File: src/rtl/keypad_emulator.sv
// keypad_emulator: 4x4 matrix keypad responder that plays queued key presses onto the row lines
module keypad_emulator #(
    parameter int HOLD_CYCLES    = 2000,
    parameter int GAP_CYCLES     = 2000,
    parameter int BOUNCE_CYCLES  = 64,
    parameter int BOUNCE_TOGGLES = 4,
    parameter int QUEUE_DEPTH    = 4
) (
    input  logic       clk,
    input  logic       reset,
    input  logic       keyValid,
    input  logic [3:0] keyCode,
    output logic       keyReady,
    input  logic [3:0] colPins,
    output logic [3:0] rowPins,
    output logic       busy,
    output logic [7:0] pressCount
);
    localparam int MAX_C = (HOLD_CYCLES > GAP_CYCLES) ?
                           ((HOLD_CYCLES > BOUNCE_CYCLES) ? HOLD_CYCLES : BOUNCE_CYCLES) :
                           ((GAP_CYCLES > BOUNCE_CYCLES) ? GAP_CYCLES : BOUNCE_CYCLES);
    localparam int CW = $clog2(MAX_C + 1);
    localparam int PW = (BOUNCE_TOGGLES == 0) ? 1 : $clog2(2 * BOUNCE_TOGGLES + 1);
    localparam int AW = $clog2(QUEUE_DEPTH);
    localparam logic [CW-1:0] HOLD_LD  = CW'(HOLD_CYCLES - 1);
    localparam logic [CW-1:0] GAP_LD   = CW'(GAP_CYCLES - 1);
    localparam logic [CW-1:0] BNC_LD   = CW'(BOUNCE_CYCLES - 1);
    localparam logic [PW-1:0] PER_LAST = PW'((BOUNCE_TOGGLES == 0) ? 0 : 2 * BOUNCE_TOGGLES - 1);
    localparam logic [AW:0]   FULL     = (AW + 1)'(QUEUE_DEPTH);

    typedef enum logic [2:0] {IDLE, BOUNCE_IN, HOLD, BOUNCE_OUT, GAP} state_t;

    state_t        state;
    logic [CW-1:0] cnt;
    logic [PW-1:0] per;
    logic          contact;
    logic [1:0]    cur_row;
    logic [1:0]    cur_col;
    logic [3:0]    mem [QUEUE_DEPTH];
    logic [AW-1:0] wr_ptr;
    logic [AW-1:0] rd_ptr;
    logic [AW:0]   count;
    logic          push;
    logic          pop;

    assign keyReady = count != FULL;
    assign push     = keyValid && keyReady;
    assign pop      = state == IDLE && count != '0;
    assign busy     = state != IDLE || count != '0;

    // command storage; contents need no reset since count gates every read
    always_ff @(posedge clk) begin
        if (push) mem[wr_ptr] <= keyCode;
    end

    // FIFO pointers and occupancy; a push and pop on the same edge leave count unchanged
    always_ff @(posedge clk or posedge reset) begin
        if (reset) begin
            wr_ptr <= '0;
            rd_ptr <= '0;
            count  <= '0;
        end else begin
            if (push) wr_ptr <= wr_ptr + AW'(1);
            if (pop) rd_ptr <= rd_ptr + AW'(1);
            count <= count + (AW + 1)'(push) - (AW + 1)'(pop);
        end
    end

    // press sequencer: one shared down-counter reloaded on every state or bounce-period entry
    always_ff @(posedge clk or posedge reset) begin
        if (reset) begin
            state      <= IDLE;
            cnt        <= '0;
            per        <= '0;
            contact    <= 1'b0;
            cur_row    <= 2'd0;
            cur_col    <= 2'd0;
            pressCount <= 8'd0;
        end else begin
            case (state)
                IDLE: if (pop) begin
                    {cur_row, cur_col} <= mem[rd_ptr];
                    per     <= '0;
                    contact <= 1'b1;
                    if (BOUNCE_TOGGLES == 0) begin
                        state      <= HOLD;
                        cnt        <= HOLD_LD;
                        pressCount <= pressCount + 8'd1;
                    end else begin
                        state <= BOUNCE_IN;
                        cnt   <= BNC_LD;
                    end
                end
                BOUNCE_IN: if (cnt != '0) cnt <= cnt - CW'(1);
                else if (per == PER_LAST) begin
                    state      <= HOLD;
                    cnt        <= HOLD_LD;
                    contact    <= 1'b1;
                    pressCount <= pressCount + 8'd1;
                end else begin
                    per     <= per + PW'(1);
                    cnt     <= BNC_LD;
                    contact <= ~contact;
                end
                HOLD: if (cnt != '0) cnt <= cnt - CW'(1);
                else begin
                    state   <= (BOUNCE_TOGGLES == 0) ? GAP : BOUNCE_OUT;
                    cnt     <= (BOUNCE_TOGGLES == 0) ? GAP_LD : BNC_LD;
                    per     <= '0;
                    contact <= 1'b0;
                end
                BOUNCE_OUT: if (cnt != '0) cnt <= cnt - CW'(1);
                else if (per == PER_LAST) begin
                    state   <= GAP;
                    cnt     <= GAP_LD;
                    contact <= 1'b0;
                end else begin
                    per     <= per + PW'(1);
                    cnt     <= BNC_LD;
                    contact <= ~contact;
                end
                GAP: if (cnt != '0) cnt <= cnt - CW'(1);
                else state <= IDLE;
                default: state <= IDLE;
            endcase
        end
    end

    // the pressed key shorts its row to its column only while that column is driven low
    always_comb begin
        rowPins          = 4'b1111;
        rowPins[cur_row] = !(contact && !colPins[cur_col]);
    end
endmodule

File: config.mk
export PLATFORM = sky130hd
export DESIGN_NAME = keypad_emulator
export DESIGN_NICKNAME = d
export VERILOG_FILES = /design/src/rtl/keypad_emulator.sv
export SDC_FILE = /design/constraint.sdc
export NUM_CORES = 1
export LEC_CHECK = 0
export CORE_ASPECT_RATIO = 1.2
export CORE_MARGIN = 4
export CORE_UTILIZATION = 50
export CTS_CLUSTER_SIZE = 12
export DETAILED_ROUTE_END_ITERATION = 10
export PLACE_DENSITY = 0.73
export SLEW_MARGIN = 25
export SYNTH_ARGS = -nofsm -noshare
export SYNTH_HDL_FRONTEND = slang
export SYNTH_SLANG_ARGS = --single-unit
File: constraint.sdc
create_clock -name clk -period 3.9 [get_ports clk]
set_input_delay 0.585 -clock clk [delete_from_list [all_inputs] [get_ports clk]]
set_output_delay 0.585 -clock clk [all_outputs]
set_load 0.03 [all_outputs]
# ---- After elaboration in Yosys (flattened, before gate mapping)
# Memory sizes are Yosys's and may differ from the RTL's. A register that Yosys moved wholly into a read port is not among the register bits.
# Index checks and enable logic that the tools add are counted.
dict set report word_totals {
  output_inout_bits 14
  mem_count 1
  in_bits 11
  reg_bits 34
  ram_bits 16
}
# name words word_bits read_ports rd_clocked_by_memory_dff wr line_no
set memory_table {}
lappend memory_table {mem 4 4 1 1 1 39} ;# logic [3:0] mem [QUEUE_DEPTH];
dict set report classes {
  bitwise 4
  add_sub_neg 7
  n_lt_le_gt_ge 3
  eq_ne 16
  n_mux 32
  n_reduce_logical 21
}
# operator count
set ops {}
lappend ops {{2-to-1 mux 11 bit} 5}
lappend ops {{one-hot mux 11 bit (4 select lines)} 1}
lappend ops {{2-to-1 mux 3 bit} 7}
lappend ops {{inequality test 2 bit (second input constant)} 10}
lappend ops {{2-to-1 mux 4 bit} 4}
lappend ops {{one-hot mux 3 bit (5 select lines)} 1}
lappend ops {{one-hot mux 4 bit (3 select lines)} 1}
lappend ops {{nonzero test 11 bit} 1}
lappend ops {{subtractor 11 x 1 -> 11 bit (second input constant)} 1}
lappend ops {{2-to-1 mux 1 bit} 10}
lappend ops {{AND reduction 5 bit} 2}
lappend ops {{nonzero test 3 bit} 3}
lappend ops {{adder 8 x 1 -> 8 bit (second input constant)} 1}
lappend ops {{nonzero test 4 bit} 2}
lappend ops {{AND reduction 7 bit} 1}
lappend ops {{== test 3 x 2 -> 1 bit (second input constant)} 2}
lappend ops {{less-than comparator 2 x 3 -> 1 bit (second input constant)} 2}
lappend ops {{AND reduction 3 bit} 2}
lappend ops {{adder 2 x 1 -> 2 bit (second input constant)} 2}
lappend ops {{adder 4 x 1 -> 4 bit (second input constant)} 1}
lappend ops {{== test 4 x 3 -> 1 bit (second input constant)} 1}
lappend ops {{logical AND 1 bit} 4}
lappend ops {{inverter 4 bit} 1}
lappend ops {{bitwise OR 4 bit} 1}
lappend ops {{other kinds (15)} 17}

# ---- Logic depth before layout (Yosys ltp)
dict set report depth {
  ltp_word 6
  mapped_depth 10
}

# ---- Least setup slack after synthesis
# OpenSTA, ideal clock, no wires.
dict set report synth_timing {
  kind {input to output}
  from {input colPins[3]}
  to {output rowPins[0]}
  path_slack_ns 1.662
  stages 3
  arrival_ns 1.653
  path_buffers 0
  cell_sequence {mux4_2 -> nand2b_1 -> or3_1}
}
dict set report synth_via {
  elab_chain_cells 6
}
# element line_no
set synth_lines {}
lappend synth_lines {{start: declaration} 14} ;# input logic [3:0] colPins,
lappend synth_lines {{binary-select mux 1 bit (select 2 bit)} 132} ;# rowPins[cur_row] = !(contact && !colPins[cur_col]);
lappend synth_lines {{2-to-1 mux 1 bit (implied by the code)} 132}
lappend synth_lines {{logical NOT 1 bit} 132}
lappend synth_lines {{logical AND 1 bit} 132}
lappend synth_lines {{logical NOT 1 bit} 132}
lappend synth_lines {{bitwise OR 4 bit (no source line)} -}
lappend synth_lines {{end: declaration} 15} ;# output logic [3:0] rowPins,
# No other way between the ends. The select of a mux whose other input is x is not followed.

# ---- Worst setup path after layout
# Ends and elaborated chain as after synthesis.

==> flow_summary.toml <==
[status]
run_status = "complete, no violations"

[cts]
cts_resized = 0
numCtsBuffers = 5
tritoncts = "done"
cts_buffer_depth = 2
clk-insertion-delay-late_ns = 0.31
cts_sinks = 54
cts_setup_buffers = 0
htree_levels = 2
path_clk_slew_ns = 0.10
holdBufCountCts = 0
root_buffer = "clkbuf_8"

[pwr]
leakage_nw = 1.36
p_total_mw = 1.26
power_density_nw_per_um2 = 398
ir_drop_uv = 355

[routing]
vias = 1879
ant_nets = 0
firstDrtPassIters = 4
drt-total-wl_microns = 5210
drc_errors = 0
routed_via_density = 5.85
drtIter0Drc = 102
wl_per_cell_microns = 16.2

[timing]
fin_ws_ns = 0.782
slew_headroom = 0.467
fmax_ghz = 0.321
rsz0062_at_grt = "no"
hold_viol = 0
fin_crit_ns = 3.12
setup_violations = 0
fin_tns_setup_ns = 0
finalHoldWorstSlack_ns = 0.476
slew_viol_final = 0
worstMarginPinSlew_ns = 0.792
fin_crit_sh = 0.800
skew_ns = 0.00818

[placed_design]
dpl.cell_count = 313
place_hpwl_microns = 3720
place_area_sq_um = 3060
finalWeightedCongestion = 0.775
place_ws_ns = 0.774
io_buffers = 24

[yosys]
synth_edf_count = 16
syn_nets = 254
synth.most_common_cell = "dfrtp_1"
synthMuxAreaShare = 0.0683
ys_async_sr_fraction = 0.704
synth_fa_ha_area_frac = 0.0521
yosys.area.top_type_share = 0.341
synth_cell_types = 54
yosysSeqAreaShare = 0.514
synthSimpleGateAreaFrac = 0.186
syn-cell-area_sq_um = 2790
yosysTopAreaCell = "dfrtp_1"
synth_compound_area_frac = 0.0943
synth_top_family_by_area = "simple AND/OR/NAND/NOR gates"
yosys-top-cells-count = "dfrtp_1, edfxtp_1, nand2_1"
syn-mean-instance-area_sq_um = 12.0
ys.warnings.count = 0
syn_inst = 232
synthXorXnorAreaFrac = 0.0503
ys_ff_latch = 54
synth_flop_cell = "dfrtp_1"
netlist_top_cells_area = "dfrtp_1, edfxtp_1, ha_1, mux4_2, xnor2_1"

[global_routing]
grt_pass1_vias = 1968
antenna_found_initial = 0
track_usage = 0.169
grt_pass1_wl_microns = 9570
gr-total-overflow = 0
grt_start_max_net_pins = 39

[finish]
layout.nets = 280
layout.cells.non_filler = 321
syn_to_final_growth_pct = 13.9
finalInstanceArea_sq_um = 3170
diodes = 0
utilization = 0.595
drive_gt1_frac = 0.124

[critical_path]
critical_path_required_ns = 3.31
start_kind = "input pin"
cp.arrival_ns = 2.53
r2r_slack_ns = 1.37
crit_top_cell = "clkdlybuf4s50_1"
cp-end-kind = "output port"
slowest_delay_ns = 0.60
crit_fanout = 4
path_class = "in -> out"
crit_slowest_cell = "clkdlybuf4s50_1"
critical_path.cell_chain = "clkdlybuf4s50_1, mux4_2, nand2b_1, or3_1, clkdlybuf4s50_1"

[job]
drv_cap = 0

[floorplan]
dieWidth_microns = 76.1
start_util = 0.522
io_pins = 25
coreArea_sq_um = 5330
die-area_sq_um = 6830
fp.dieH_microns = 89.8
rows = 29

[min_path]
hold_path_class = "reg -> reg"
-- path summary, 6_finish.rpt --
kind | cells past startpoint | end | startpoint
max in group asynchronous | 3 | per[0] | reset
min in group asynchronous | 3 | wr_ptr[0] | reset
worst min-delay path | 1 | pressCount[7] | pressCount[7]
worst max register to register | 7 | count[2] | state[1]
worst max-delay path | 5 | rowPins[0] | colPins[3]
worst min register to register | 1 | pressCount[7] | pressCount[7]
-- cells in the final DEF (no fill, tap or decap), types with 2 or more instances in the layout --
cell type,instances
nor2b_1,2
nor2_1,15
a31oi_1,2
nor3_2,2
and3_2,3
inv_1,12
nand3_1,6
nor3_1,8
mux2_2,6
xnor2_1,12
mux4_2,5
nand3b_1,2
or3_1,4
clkbuf_8,5
dfrtp_1,38
ha_1,10
o21ai_0,11
inv_6,2
o41ai_1,2
nand2_1,16
edfxtp_1,16
and3_1,5
a21oi_1,5
o211a_1,3
nand4_1,9
clkdlybuf4s50_1,24
xor2_1,4
a21o_1,2
-- metal layers --
metal	GRT usage	part of all wire
met5	0	0
met4	0.0612	0.016
met3	0.0300	0.025
met2	0.279	0.52
met1	0.223	0.44
-- flip-flops by register name (all words and copies together) (netlist names), 3 cells and up --
register,count
count,3
pressCount,8
per,4
mem,16
state,3
cnt,11
-- logic make-up after synthesis --
group | Yosys count
flip-flops | 54
AND/OR/NAND/NOR | 86
adder cells (fa/ha/maj) | 11
AO/OA/AOI/OAI | 35
multiplexers | 12
buffers and inverters | 18
XOR/XNOR | 16
-- power by group --
group	total, mW	internal, mW	switching (mW)
registers	0.682	0.648	0.0341
logic	0.190	0.0850	0.105
clock network	0.391	0.196	0.195
-- layout make-up --
cell class	instances	area [sq um]
inverters	12	45.0
flip-flops and latches	54	1430
well taps	62	77.6
fillers	450	2160
repair buffers	25	248
clock buffers	5	68.8
multi-input cells	160	1250
clock inverters	3	47.5
-- critical path: cells and delay by family --
| kind | cells | cell delay (ns) |
|---|---|---|
| buffers and inverters | 2 | 0.99 |
| muxes | 1 | 0.45 |
| and+or+nand+nor | 2 | 0.51 |
Power figures use the tool's default switching activity.
